**src/rtl/mips_pkg.sv**
```systemverilog
// Shared MIPS-32 decode definitions: opcodes, ALU op encodings,
// the main-control bundle and the ID/EX pipeline register layout.
package mips_pkg;

  localparam logic [5:0] OP_RTYPE = 6'h00;
  localparam logic [5:0] OP_LW    = 6'h23;
  localparam logic [5:0] OP_SW    = 6'h2B;
  localparam logic [5:0] OP_BEQ   = 6'h04;
  localparam logic [5:0] OP_ADDI  = 6'h08;

  localparam logic [1:0] ALUOP_ADD   = 2'b00;
  localparam logic [1:0] ALUOP_SUB   = 2'b01;
  localparam logic [1:0] ALUOP_FUNCT = 2'b10;

  typedef struct packed {
    logic       reg_write;
    logic       reg_dst;
    logic       mem_read;
    logic       mem_write;
    logic       mem_to_reg;
    logic       alu_src;
    logic       branch;
    logic [1:0] alu_op;
    logic       illegal;
  } ctrl_t;

  typedef struct packed {
    logic        valid;
    logic        reg_write;
    logic        mem_read;
    logic        mem_write;
    logic        mem_to_reg;
    logic        alu_src;
    logic        branch;
    logic [1:0]  alu_op;
    logic        illegal;
    logic [4:0]  rs;
    logic [4:0]  rt;
    logic [4:0]  write_reg;
    logic [31:0] data1;
    logic [31:0] data2;
    logic [31:0] imm;
    logic [31:0] pc_plus4;
  } id_ex_t;

  // Opcodes whose rt field is a source operand, not a destination.
  function automatic logic uses_rt(input logic [5:0] op);
    return (op == OP_RTYPE) || (op == OP_SW) || (op == OP_BEQ);
  endfunction

endpackage

```
**src/rtl/main_control.sv**
```systemverilog
// Purely combinational MIPS main-control decoder:
// opcode in, control bundle out; unknown opcodes flag illegal.
module main_control
  import mips_pkg::*;
(
  input  logic [5:0] opcode,
  output ctrl_t      ctrl
);

  always_comb begin
    ctrl = '0;
    unique case (1'b1)
      (opcode == OP_RTYPE): begin
        ctrl.reg_write = 1'b1;
        ctrl.reg_dst   = 1'b1;
        ctrl.alu_op    = ALUOP_FUNCT;
      end
      (opcode == OP_LW): begin
        ctrl.reg_write  = 1'b1;
        ctrl.mem_read   = 1'b1;
        ctrl.mem_to_reg = 1'b1;
        ctrl.alu_src    = 1'b1;
        ctrl.alu_op     = ALUOP_ADD;
      end
      (opcode == OP_SW): begin
        ctrl.mem_write = 1'b1;
        ctrl.alu_src   = 1'b1;
        ctrl.alu_op    = ALUOP_ADD;
      end
      (opcode == OP_BEQ): begin
        ctrl.branch = 1'b1;
        ctrl.alu_op = ALUOP_SUB;
      end
      (opcode == OP_ADDI): begin
        ctrl.reg_write = 1'b1;
        ctrl.alu_src   = 1'b1;
        ctrl.alu_op    = ALUOP_ADD;
      end
      default: ctrl.illegal = 1'b1;
    endcase
  end

endmodule

```
**src/rtl/decode_stage.sv**
```systemverilog
// MIPS-32 instruction decode stage: register read addressing,
// WB bypass, load-use stall, flush bubbling and the ID/EX register.
module decode_stage
  import mips_pkg::*;
(
  input  logic        clk,
  input  logic        rst,
  input  logic [31:0] instrIn,
  input  logic        instrValid,
  input  logic [31:0] pcPlus4In,
  input  logic        flush,
  output logic        stallOut,
  output logic [4:0]  readReg1,
  output logic [4:0]  readReg2,
  input  logic [31:0] RegData1,
  input  logic [31:0] RegData2,
  input  logic        wbRegWrite,
  input  logic [4:0]  wbWriteReg,
  input  logic [31:0] wbWriteData,
  output logic        exValid,
  output logic        exRegWrite,
  output logic        exMemRead,
  output logic        exMemWrite,
  output logic        exMemToReg,
  output logic        exALUSrc,
  output logic        exBranch,
  output logic [1:0]  exALUOp,
  output logic [4:0]  exRs,
  output logic [4:0]  exRt,
  output logic [4:0]  exWriteReg,
  output logic [31:0] exData1,
  output logic [31:0] exData2,
  output logic [31:0] exImm,
  output logic [31:0] exPcPlus4,
  output logic        exIllegal
);

  ctrl_t       ctrl;
  id_ex_t      id_ex_d;
  id_ex_t      id_ex_q;
  logic [5:0]  opcode;
  logic [4:0]  rs;
  logic [4:0]  rt;
  logic [4:0]  rd;
  logic        hazard;
  logic [31:0] data1;
  logic [31:0] data2;

  assign opcode   = instrIn[31:26];
  assign rs       = instrIn[25:21];
  assign rt       = instrIn[20:16];
  assign rd       = instrIn[15:11];
  assign readReg1 = rs;
  assign readReg2 = rt;

  main_control u_main_control (
    .opcode (opcode),
    .ctrl   (ctrl)
  );

  always_comb begin
    hazard = instrValid && id_ex_q.valid
          && id_ex_q.mem_read
          && (id_ex_q.write_reg != 5'd0)
          && ((id_ex_q.write_reg == rs)
           || ((id_ex_q.write_reg == rt)
            && uses_rt(opcode)));
  end

  assign stallOut = hazard && !flush;

  // $0 is hard zero; a same-cycle WB write wins over the RF read.
  always_comb begin
    data1 = RegData1;
    data2 = RegData2;
    if (wbRegWrite && wbWriteReg == rs)
      data1 = wbWriteData;
    if (wbRegWrite && wbWriteReg == rt)
      data2 = wbWriteData;
    if (rs == 5'd0)
      data1 = '0;
    if (rt == 5'd0)
      data2 = '0;
  end

  always_comb begin
    id_ex_d = '0;
    if (instrValid && !flush && !hazard) begin
      id_ex_d.valid      = 1'b1;
      id_ex_d.reg_write  = ctrl.reg_write;
      id_ex_d.mem_read   = ctrl.mem_read;
      id_ex_d.mem_write  = ctrl.mem_write;
      id_ex_d.mem_to_reg = ctrl.mem_to_reg;
      id_ex_d.alu_src    = ctrl.alu_src;
      id_ex_d.branch     = ctrl.branch;
      id_ex_d.alu_op     = ctrl.alu_op;
      id_ex_d.illegal    = ctrl.illegal;
      id_ex_d.rs         = rs;
      id_ex_d.rt         = rt;
      id_ex_d.write_reg  = ctrl.reg_dst ? rd : rt;
      id_ex_d.data1      = data1;
      id_ex_d.data2      = data2;
      id_ex_d.imm        = {{16{instrIn[15]}}, instrIn[15:0]};
      id_ex_d.pc_plus4   = pcPlus4In;
    end
  end

  always_ff @(posedge clk) begin
    if (rst)
      id_ex_q <= '0;
    else
      id_ex_q <= id_ex_d;
  end

  assign exValid    = id_ex_q.valid;
  assign exRegWrite = id_ex_q.reg_write;
  assign exMemRead  = id_ex_q.mem_read;
  assign exMemWrite = id_ex_q.mem_write;
  assign exMemToReg = id_ex_q.mem_to_reg;
  assign exALUSrc   = id_ex_q.alu_src;
  assign exBranch   = id_ex_q.branch;
  assign exALUOp    = id_ex_q.alu_op;
  assign exIllegal  = id_ex_q.illegal;
  assign exRs       = id_ex_q.rs;
  assign exRt       = id_ex_q.rt;
  assign exWriteReg = id_ex_q.write_reg;
  assign exData1    = id_ex_q.data1;
  assign exData2    = id_ex_q.data2;
  assign exImm      = id_ex_q.imm;
  assign exPcPlus4  = id_ex_q.pc_plus4;

endmodule

```
**config.mk**
```make
export PLATFORM = sky130hd
export DESIGN_NAME = decode_stage
export DESIGN_NICKNAME = d
export VERILOG_FILES = /design/src/rtl/mips_pkg.sv /design/src/rtl/main_control.sv /design/src/rtl/decode_stage.sv
export SDC_FILE = /design/constraint.sdc
export NUM_CORES = 1
export LEC_CHECK = 0
export CAP_MARGIN = 15
export CORE_AREA = 2 2 129 131
export DETAILED_ROUTE_END_ITERATION = 8
export DIE_AREA = 0 0 131 133
export PLACE_DENSITY = 0.88
export SYNTH_ARGS = -nofsm -noshare
export SYNTH_HDL_FRONTEND = slang
export SYNTH_SLANG_ARGS = --single-unit
```
**constraint.sdc**
```tcl
create_clock -name clk -period 5 [get_ports clk]
set_clock_uncertainty 0.05 [all_clocks]
set_input_delay 0.5 -clock clk [delete_from_list [all_inputs] [get_ports clk]]
set_output_delay 0.5 -clock clk [all_outputs]
set_load 0.02 [all_outputs]
```
# Word-level counts from Yosys, hierarchy flattened
# Cells that the tools add are included.
[totals]
regBits = 136
wordCells = 63
[classes]
n_eq_ne = 8
n_mux = 14
bitwise_logic = 1
reduce_logical = 25
[ops]
columns = ["op", "n"]
rows = [
  ["two-way mux 153 bit", 1],
  ["two-way mux 32 bit", 4],
  ["equality test 5 bit", 4],
  ["equality test 6 bit, second input constant", 2],
  ["OR reduction 3 bit", 4],
  ["logical AND 1 bit", 10],
  ["zero test 5 bit", 2],
  ["two-way mux 1 bit", 7],
  ["equality test 6 x 3 -> 1 bit, second input constant", 1],
  ["equality test 6 x 4 -> 1 bit, second input constant", 1],
  ["zero test 6 bit", 1],
  ["two-way mux 5 bit", 1],
  ["nonzero test 5 bit", 1],
  ["OR reduction 5 bit", 1],
  ["one-hot mux 2 bit (2 select lines)", 1],
  ["logical OR 1 bit", 3],
  ["zero test 1 bit", 2],
  ["OR reduction 2 bit", 1],
  ["inverter 1 bit", 1],
]

# Logic depth before layout (Yosys ltp)
# Gate-level depths: netlist of the first run.
[logic_depth]
word_depth = 10
depth_mapped = 7
depth_no_buf = 4

# Hierarchy
# A second synthesis of the first run with hierarchy kept.
[hier_totals]
cells_unflattened = 459
hier_area_um2 = 5007.3
[by_module_without_submodules]
columns = ["mod", "instances", "cells_per_inst", "area_per_inst_um2"]
rows = [
  ["decode_stage", 1, 441, 4863.4],
  ["main_control", 1, 18, 143.9],
]

# Least setup slack after synthesis of the first run
# No wires, ideal clock.
[synth_timing]
path_type = "input to output"
from = "input instrIn[20]"
to = "output stallOut"
t_arrival_ns = 1.539
required_time_ns = 4.450
path_slack_ns = 2.911
cell_stages = 4
cell_sequence = "xor2_1 > nor4_1 > o2111ai_1 > a21oi_1"
[synth_via]
elab_chain_len = 5
[synth_rtl]
columns = ["element", "line", "source"]
rows = [
  ["start, declared", "decode_stage.sv:8", "input logic [31:0] instrIn,"],
  ["equality test 5 bit", "decode_stage.sv:66", "|| ((id_ex_q.write_reg == rt)"],
  ["logical AND 1 bit", "decode_stage.sv:67", "&& uses_rt(opcode)));"],
  ["logical OR 1 bit", "decode_stage.sv:66", ""],
  ["logical AND 1 bit", "decode_stage.sv:65", "&& ((id_ex_q.write_reg == rs)"],
  ["logical AND 1 bit", "decode_stage.sv:70", "assign stallOut = hazard && !flush;"],
  ["end, declared", "decode_stage.sv:12", "output logic stallOut,"],
]
# Every way passes these cells.

# Final worst setup path of the first run
[layout_timing]
from = "input instrIn[17]"
to = "output stallOut"
# The elaborated chain is that of the path after synthesis.

==> metrics.md, run 1 <==
| Metric | Value |
|---|---|
| Initial Utilization | 0.3466 |
| Critical path buffer and inverter count | 2 |
| Synthesized area | ~0.0056 mm² |
| First-pass GRT wire length | about 30000 µm |
| Vias/cell | just over 5 |
| DP Wirelength | roughly 15000 µm |
| Crit path required time | approximately 4.5 ns |
| Post-route DRC | 0 |
| CP endpoint kind | output pin |
| Final instance area | ~0.0094 mm² |
| Crit path DAT | 2.88 ns |
| WL final | 20020 µm |
| PortBufs | roughly 330 |
| Max Slew Vio Count | 0 |
| Total GRT Usage | 0.2226 |
| TritonCTS clock tree | built |
| Core footprint | about 0.016 mm² |
| Library cells used by synthesis | 38 |
| FFs w/ async S/R, synth | 0 |
| MaxCap Viol Count | 0 |
| R2R cell count | 5 |
| Crit Path Max Fanout | 6 |
| Root Driver | clkbuf_16 |
| Status | finished clean |
| Post-synthesis sequential area ratio | 0.4857 |
| Clock period minus worst slack | between 3 and 4 ns |
| Final GP Congestion | roughly 0.87 |
| CTS clk-pin slew, worst paths | about 0.06 ns |
| RSZ-0062 raised after global routing | no |
| Ratio of total power to cell area | around 300 mW/mm² |
| Layout cells sized above 1 | 0.1194 |
| Area growth syn-to-layout | 68.55% |
| Vias | ~5500 |
| Synthesized flop and latch total | between 100 and 150 |
| Mapped Cells | 553 |
| Nets@finish | 1003 |
| Row count | 47 |
| Worst VDD drop | around 0.2 mV |
| Hold Vio Cnt, Final | 0 |
| Initial antenna violation count | 0 |
| Max incr delay on CP | roughly 0.63 ns |
| Design Power | between 2000 and 3000 µW |
| Setup Fix Bufs, Post-CTS | 0 |
| CTS Sinks | 136 |
| Min-delay worst type | in -> reg |
| CP top delay family | buffers and inverters |
| Die area | 0.01742 mm² |
| Critical path's most frequent cell | clkdlybuf4s50_1 |
| Post-DRT Antenna Nets | 0 |
| Post-CTS Resized | 0 |
| Die Wd | 131 µm |
| Fin util | 0.5842 |
| GRT overflow | 0 |
| Hold Startpoint | pcPlus4In[31] |
| Critical-path cell list | clkdlybuf4s50_1 -> xor2_1 -> nor4_1 -> o2111ai_1 -> a21oi_1 -> clkdlybuf4s50_1 |
| Crit path kind | in -> out |
| Syn_area_per_cell | between 10 and 15 µm² |
| Hold Crit Endpoint | exPcPlus4[31] |
| Pin count of the biggest net entering global routing | 54 |
| Yosys warns | 0 |
| Critical R2R Launch | exWriteReg[4] |
| Area post-placement | 0.008847 mm² |
| Worst Tran Pin Value | around 1.1 ns |
| TritonCTS Buffers | 17 |
| First drt pass iteration count | 5 |
| Setup TNS | 0 ns |
| Rel. slew slack | 0.2701 |
| Number of synthesized flops with an enable pin | 0 |
| FMAX | between 200 and 300 MHz |
| Worst-Skew Late Latency | between 0.4 and 0.5 ns |
| Top FF cell, synth | dfxtp_1 |
| R2r endpoint | exData1[31] |
| Mapped Nets | about 720 |
| Wire per inst | between 15 and 20 µm |
| Hold bufs inserted after CTS | 0 |
| # IOs | 334 |
| Slowest cell on the critical path | clkdlybuf4s50_1 |
| Clock Tree Buf Depth | 2 |
| H-tree levels | 4 |
| Worst hold path depth | 2 |
| Starting DRT DRC Count | 420 |
| P_leak | between 0.003 and 0.004 µW |
| Die Y | ~130 µm |
| ANT cells | 0 |
| Final period utilization | 0.6856 |
| R2R setup slack | ~2.4 ns |
| CP startpoint kind | input pin |
| Setup violators final | 0 |
| Vias in the first global route | about 5400 |
[sequential cells by signal, indices dropped and copies added (netlist names), 2 cells and up]
register and flops:
exRt 5, exData1 32, exData2 32, exPcPlus4 32, exWriteReg 5, exImm 16
exRs 5, exALUOp 2
[power by group]
| group | switching [µW] | total [µW] | internal [µW] | leakage, µW |
|---|---|---|---|---|
| clock network | 514 | 1270 | 759 | 0.000278 |
| registers | 9.83 | 1120 | 1110 | 0.00111 |
| logic | 188 | 409 | 222 | 0.00185 |
| total | 712 | 2800 | 2090 | 0.00324 |
[final cells by class]
class | instances | area [µm²]
multi-input cells | 332 | 2397
flip-flops and latches | 136 | 2723
clock buffers | 18 | 439.2
inverters | 1 | 3.754
clock inverters | 14 | 161.4
well taps | 220 | 275.3
fillers | 1342 | 6724
repair buffers | 345 | 3448
[Yosys cell counts (5+ instances only)]
cell type	n	area share
a211oi_1	64	0.086
buf_2	14	0.013
buf_4	27	0.036
buf_6	10	0.020
clkbuf_1	33	0.022
dfxtp_1	136	0.49
mux2i_1	5	0.0089
nand3_1	65	0.058
nor2_1	6	0.0040
nor3_1	5	0.0045
nor3_2	9	0.016
nor3b_1	18	0.024
nor3b_2	40	0.089
o21ai_0	65	0.058
xnor2_1	15	0.023
xor2_1	5	0.0078
[per-layer routing]
layer,share of wire,global-route usage
met4,0.040,0.1188
met1,0.38,0.2557
met2,0.48,0.3647
met3,0.097,0.07157
met5,0,0
[kinds of logic (layout without fill, tap and decap cells)]
group	after synthesis	in the layout	synth area share
flip-flops	136	136	0.4857
AO/OA/AOI/OAI	141	141	0.1580
buffers and inverters	85	378	0.09152
XOR/XNOR	20	20	0.03125
AND/OR/NAND/NOR	166	166	0.2246
multiplexers	5	5	0.008929
[metrics by stage]
stage / worst slack, ns / hold slack (ns) / instances
final: 1.572 / 0.6001 / 1066
after global routing: 1.395 / 0.5876 / 1066
after CTS: 1.554 / 0.5825 / 1066
after detailed placement: 1.570 / 0.8506 / 1034
after global placement: 1.630 / 0.8430 / 1034
after floorplan: 2.911 / 0.5941 / 553
[worst max path at each step]
stage | from | slack (ns) | end | cells after the start
2_1_floorplan | instrIn[20] | 2.91 | stallOut | 4
3_3_place_gp | instrIn[20] | 1.63 | stallOut | 6
3_5_place_dp | instrIn[20] | 1.57 | stallOut | 6
4_1_cts | instrIn[20] | 1.55 | stallOut | 6
5_1_grt | instrIn[17] | 1.40 | stallOut | 6
6_report | instrIn[17] | 1.57 | stallOut | 6
[cells in the final DEF (no fill, tap or decap), types with 2 or more instances in the layout]
| cell | instances |
|---|---|
| a211oi_1 | 64 |
| a21oi_1 | 4 |
| and2_1 | 2 |
| and3_1 | 3 |
| and4_1 | 2 |
| buf_12 | 2 |
| buf_4 | 10 |
| bufinv_16 | 2 |
| clkbuf_16 | 17 |
| clkdlybuf4s50_1 | 333 |
| clkinv_4 | 2 |
| clkinvlp_4 | 5 |
| dfxtp_1 | 136 |
| inv_6 | 4 |
| mux2i_1 | 5 |
| nand2_1 | 4 |
| nand3_1 | 65 |
| nand4_1 | 3 |
| nor2_1 | 6 |
| nor3_1 | 5 |
| nor3_2 | 9 |
| nor3b_1 | 18 |
| nor3b_2 | 40 |
| nor4_1 | 2 |
| o21ai_0 | 65 |
| o21ai_2 | 2 |
| xnor2_1 | 15 |
| xor2_1 | 5 |
(Power assumes the default switching activity.)
==> run 2, diff against run 1 <==
- CORE_AREA: 2 2 129 131 -> default
- CORE_MARGIN: default -> 2
- CORE_UTILIZATION: default -> 34
- DIE_AREA: 0 0 131 133 -> default
- PLACE_DENSITY: 0.88 -> 0.89
- clock period: 5 -> 2.8 ns (I/O delays scaled with it)
==> run 2 against run 1 <==
- sequential share of layout area fell by 0.61 points
- total power increased by 74%
- first-iteration DRC count down 13%
- routed wire length grew 3.8%
- cell count grew 1.9%
- sequential power increased by 79%
- critical path depth is the same
- global-route usage rose by 1.2 points
- worst hold slack lost 0.21 ns
- via count up 1.7%
- largest cell class unchanged
==> metrics.md, run 2 (synthesized netlist as in run 1, its figures left out) <==
| Metric | Value |
|---|---|
| Hold Vio Cnt, Final | 0 |
| R2R setup slack | roughly 0.61 ns |
| TritonCTS clock tree | built |
| Placed insts | 1053 |
| # fillers | 1347 |
| Pin count of the biggest net entering global routing | 69 |
| Worst hold path depth | 2 |
| Vias/cell | between 5 and 6 |
| Part of the power in registers | 0.410 |
| TritonCTS Buffers | 17 |
| WL final | 20780 µm |
| CTS Sinks | ~140 |
| Die Y | around 130 µm |
| P_leak | 0.003386 µW |
| R2r endpoint | exData2[16] |
| Finished Layout Cells | 1086 |
| Vias | between 5000 and 6000 |
| Die Wd | between 100 and 150 µm |
| Footprint of the multi-input gates | ~0.0024 mm² |
| Nets@finish | slightly above 1000 |
| Worst-Skew Late Latency | between 0.4 and 0.5 ns |
| Critical-path cell list | xor2_1 -> nor4_2 -> buf_4 -> o2111ai_1 -> a21oi_1 -> dlymetal6s2s_1 |
| Post-DRT Antenna Nets | 0 |
| Switching share of power | 0.2526 |
| H-tree levels | 4 |
| GRT overflow | 0 |
| Hold bufs inserted after CTS | 0 |
| Worst Tran Pin Value | 0.5805 ns |
| # IOs | approximately 330 |
| First drt pass iteration count | 5 |
| Root Driver | clkbuf_16 |
| Crit path required time | approximately 2.5 ns |
| Dpl ws | 0.01758 ns |
| Commonest non-fill, non-tap cell in the layout | clkdlybuf4s50_1 |
| Setup violators final | 0 |
| Clock period minus worst slack | 2.379 ns |
| RSZ-0062 raised after global routing | no |
| Total GRT Usage | 0.2342 |
| Final GP Congestion | 0.8296 |
| Max Slew Vio Count | 0 |
| Initial antenna violation count | 3 |
| Critical R2R Launch | exWriteReg[1] |
| Rel. slew slack | 0.6118 |
| Logic gate share of total power | 0.154 |
| Layout cells sized above 1 | 0.1427 |
| First-pass GRT wire length | around 32000 µm |
| Starting DRT DRC Count | between 300 and 400 |
| Initial Utilization | 0.3503 |
| Crit path kind | reg -> out |
| Pint | about 3700 µW |
| MaxCap Viol Count | 0 |
| CP startpoint kind | flop |
| Sequential cell area | about 0.0027 mm² |
| Status | finished clean |
| Slowest cell on the critical path | dfxtp_1 |
| Core footprint | ~0.016 mm² |
| CTS clk-pin slew, worst paths | 0.06 ns |
| Hold Startpoint | instrIn[10] |
| Min-delay worst type | in -> reg |
| FMAX | between 400 and 500 MHz |
| Hold Crit Endpoint | exImm[10] |
| P_sw | 1235 µW |
| Setup WS post-layout | roughly 0.42 ns |
| Max incr delay on CP | approximately 0.42 ns |
| Final period utilization | 0.8498 |
| DP Wirelength | ~15000 µm |
| CP endpoint kind | output pin |
| Vias in the first global route | between 5000 and 6000 |
| Min Hold Slack | 0.3885 ns |
| Row count | 46 |
| Crit path DAT | ~2.1 ns |
| Area growth syn-to-layout | 72.21% |
| Clock Tree Buf Depth | 2 |
| Die area | between 0.015 and 0.02 mm² |
| Clock Power Share | 0.436 |
| PortBufs | 333 |
| Crit Path Max Fanout | 4 |
| Post-route DRC | 0 |
| Most frequent cells in the layout | 332 x clkdlybuf4s50_1, 136 x dfxtp_1, 65 x nand3_1, 65 x o21ai_0, 64 x a211oi_1 |
| Ratio of total power to cell area | 506.7 mW/mm² |
| Worst VDD drop | 0.3790 mV |
| Wire per inst | between 15 and 20 µm |
| R2R cell count | 6 |
[run 2: layout make-up]
type	instances	area share
Inverter	1	0.0003889
Antenna cell	1	0.0002592
Clock inverter	13	0.01257
Multi-Input combinational cell	332	0.2490
Clock buffer	19	0.04588
Sequential cell	136	0.2820
Tap cell	216	0.02800
Timing Repair Buffer	368	0.3819
[run 2: worst max path at each step]
stage | start | end | depth (start not counted) | slack [ns]
after CTS | exWriteReg[4] | stallOut | 6 | 0.02
after global routing | exWriteReg[1] | stallOut | 6 | 0.34
after global placement | instrIn[20] | stallOut | 7 | -0.12
after detailed placement | instrIn[20] | stallOut | 7 | 0.02
after floorplan | exWriteReg[1] | exImm[0] | 7 | 0.88
final | exWriteReg[4] | stallOut | 6 | 0.42
[run 2: critical path, delay by kind of cell (launching register included)]
family	cells	cell delay [ns]
compound gates	2	0.31
buf+inv	2	0.44
xor+xnor	1	0.12
flops	1	0.42
simple gates	1	0.35
[run 2: per-layer routing]
metal / GRT usage / wire length, µm
met4: 0.1153 / 687
met2: 0.3857 / 10280
met3: 0.07689 / 1846
met5: 0 / 26
met1: 0.2738 / 7941
[run 2: power by group through the flow]
| stage | logic (µW) | clock network, µW | registers (µW) |
|---|---|---|---|
| after floorplan | 231 | 0 | 2110 |
| after global placement | 734 | 0 | 2050 |
| after detailed placement | 746 | 0 | 2050 |
| after CTS | 752 | 2180 | 2010 |
| after global routing | 798 | 2270 | 2010 |
| final | 753 | 2130 | 2010 |
[run 2: repair_timing]
action,in CTS,in global routing
setup buffers,0,0
gates resized for setup,1,1
endpoints found under the setup margin,1,1
[run 2: per-stage QoR]
step	util	total power (µW)	setup TNS (ns)	instance area [µm²]
finish	0.6033	4891	0	9653
global route	0.6033	5077	0	9653
CTS	0.6030	4943	0	9648
detailed placement	0.5673	2795	0	9077
global placement	0.5673	2780	-0.1169	9077
floorplan	-	2343	0	5605
==> run 3, diff against run 2 <==
- CORE_AREA: default -> 2 2 129 131
- CORE_MARGIN: 2 -> default
- CORE_UTILIZATION: 34 -> default
- DIE_AREA: default -> 0 0 131 133
- PLACE_DENSITY: 0.89 -> 0.88
- clock period: 2.8 -> 2.5 ns (I/O delays scaled with it)
==> run 3 against run 2 <==
- global-route usage is 0.33 points lower
- cell count increased by 0.55%
- non-clock buffer count is 3 higher
- final area is 1.1% higher
- clock power is 17% higher
==> metrics.md, run 3 (synthesized netlist as in run 1, its figures left out) <==
| Metric | Value |
|---|---|
| WL final | about 21000 µm |
| Max incr delay on CP | 0.55 ns |
| Sequential cell area | 0.002723 mm² |
| Rel. slew slack | 0.6940 |
| Worst VDD drop | between 0.3 and 0.4 mV |
| Cell count along the critical path | 5 |
| Critical-path cell list | or4_4 -> o211ai_1 -> or2_2 -> a21oi_1 -> clkdlybuf4s15_1 |
| Commonest non-fill, non-tap cell in the layout | clkdlybuf4s50_1 |
| Worst-Skew Late Latency | 0.41 ns |
| Ratio of total power to cell area | about 570 mW/mm² |
| Crit Path Max Fanout | 4 |
| GRT overflow | 0 |
| # IOs | ~330 |
| CTS clk-pin slew, worst paths | around 0.06 ns |
| Dpl ws | -0.06415 ns |
| Layout cells sized above 1 | 0.1433 |
| Root Driver | clkbuf_16 |
| Initial antenna violation count | 0 |
| TritonCTS clock tree | built |
| Vias | 5562 |
| Core footprint | 0.01617 mm² |
| Most frequent cells in the layout | 332 x clkdlybuf4s50_1, 136 x dfxtp_1, 65 x nand3_1, 65 x o21ai_0, 64 x a211oi_1 |
| Area growth syn-to-layout | 74.08% |
| DP Wirelength | around 15000 µm |
| Final GP Congestion | 0.8857 |
| CP top delay family | simple AND/OR/NAND/NOR gates |
| Die Wd | approximately 130 µm |
| Vias/cell | 5.093 |
| CTS Sinks | around 140 |
| Crit path DAT | 2.05 ns |
| Final instance area | around 0.0098 mm² |
| Worst Tran Pin Value | 0.4584 ns |
| Starting DRT DRC Count | between 300 and 400 |
| FMAX | 425.9 MHz |
| Die Y | around 130 µm |
| ANT cells | 0 |
| Row count | 47 |
| Setup violators final | 0 |
| Nets@finish | 1029 |
| Crit path kind | reg -> out |
| Hold Vio Cnt, Final | 0 |
| # fillers | ~1300 |
| Wire per inst | between 15 and 20 µm |
| Post-route DRC | 0 |
| Pin count of the biggest net entering global routing | 48 |
| Clock Tree Buf Depth | 2 |
| CP startpoint kind | flop |
| Critical path buffer and inverter count | 1 |
| Placed insts | between 1000 and 1500 |
| Area post-placement | between 0.009 and 0.01 mm² |
| Die area | around 0.017 mm² |
| Min-delay worst type | in -> reg |
| TritonCTS Buffers | 17 |
| Setup WS post-layout | 0.1519 ns |
| Total GRT Usage | 0.2309 |
| First-pass GRT wire length | 30700 µm |
| RSZ-0062 raised after global routing | no |
| Initial Utilization | 0.3466 |
| Clock period minus worst slack | around 2.3 ns |
| CP endpoint kind | output pin |
| H-tree levels | 4 |
| Finished Layout Cells | around 1100 |
| PortBufs | ~330 |
| Setup TNS | 0 ns |
| Max Slew Vio Count | 0 |
| First drt pass iteration count | 6 |
| Final period utilization | 0.9393 |
| Vias in the first global route | 5508 |
| Crit path required time | 2.20 ns |
| P_leak | approximately 0.0034 µW |
| Setup Fix Bufs, Post-CTS | 0 |
| Status | finished clean |
| MaxCap Viol Count | 0 |
| Slowest cell on the critical path | or4_4 |
| Worst hold path depth | 2 |
| Post-DRT Antenna Nets | 0 |
| R2R cell count | 6 |
| Footprint of the multi-input gates | approximately 0.0024 mm² |
==> run 3: worst reg2reg max path, stage by stage (launching register included) <==
cell      delay (ns)
dfxtp_1         0.36
or4_4           0.56
o211ai_1        0.21
buf_4           0.18
o21bai_4        0.12
buf_4           0.27
nor3b_2         0.23
==> run 3: final cells by class <==
class / instances / area share
Sequential cell: 136 / 0.2790
Multi-Input combinational cell: 332 / 0.2457
Timing Repair Buffer: 371 / 0.3875
Clock inverter: 13 / 0.01487
Tap cell: 220 / 0.02821
Inverter: 1 / 0.0003847
Clock buffer: 19 / 0.04436
==> run 3: final timing paths <==
check	endpoint	slack, ns	from
worst max-delay path	stallOut	0.15	exWriteReg[1]
worst min-delay path	exPcPlus4[31]	0.35	pcPlus4In[31]
worst max register to register	exPcPlus4[29]	0.44	exWriteReg[1]
worst min register to register	exMemToReg	0.87	exWriteReg[0]
==> run 3: power by group <==
group	total (µW)	internal [µW]	switching (µW)
combinational	864	480	384
sequential	2240	2230	19.4
clock	2490	1480	1010
total	5590	4190	1410
==> run 3: stage by stage <==
stage                     total power, µW    util  hold WS (ns)
after global routing                 5791  0.6034        0.3499
after floorplan                      2624       -        0.3441
after detailed placement             3149  0.5677        0.7805
after CTS                            5637  0.6033        0.3395
after global placement               3133  0.5677        0.7692
final                                5594  0.6034        0.3509
==> run 3: per-layer routing <==
| metal | vias to the layer above | share of wire | wire, µm | track usage |
|---|---|---|---|---|
| li1 | 2601 | - | - | - |
| met5 | - | 0 | 0 | 0 |
| met4 | 0 | 0.021 | 440 | 0.08865 |
| met2 | 297 | 0.51 | 10550 | 0.3964 |
| met1 | 2630 | 0.38 | 7867 | 0.2719 |
| met3 | 34 | 0.088 | 1818 | 0.06187 |
==> run 3: repair_timing <==
item                       in CTS  in global routing
hold buffers                    0                  0
setup endpoints to repair       1                  1
resized for setup               1                  1
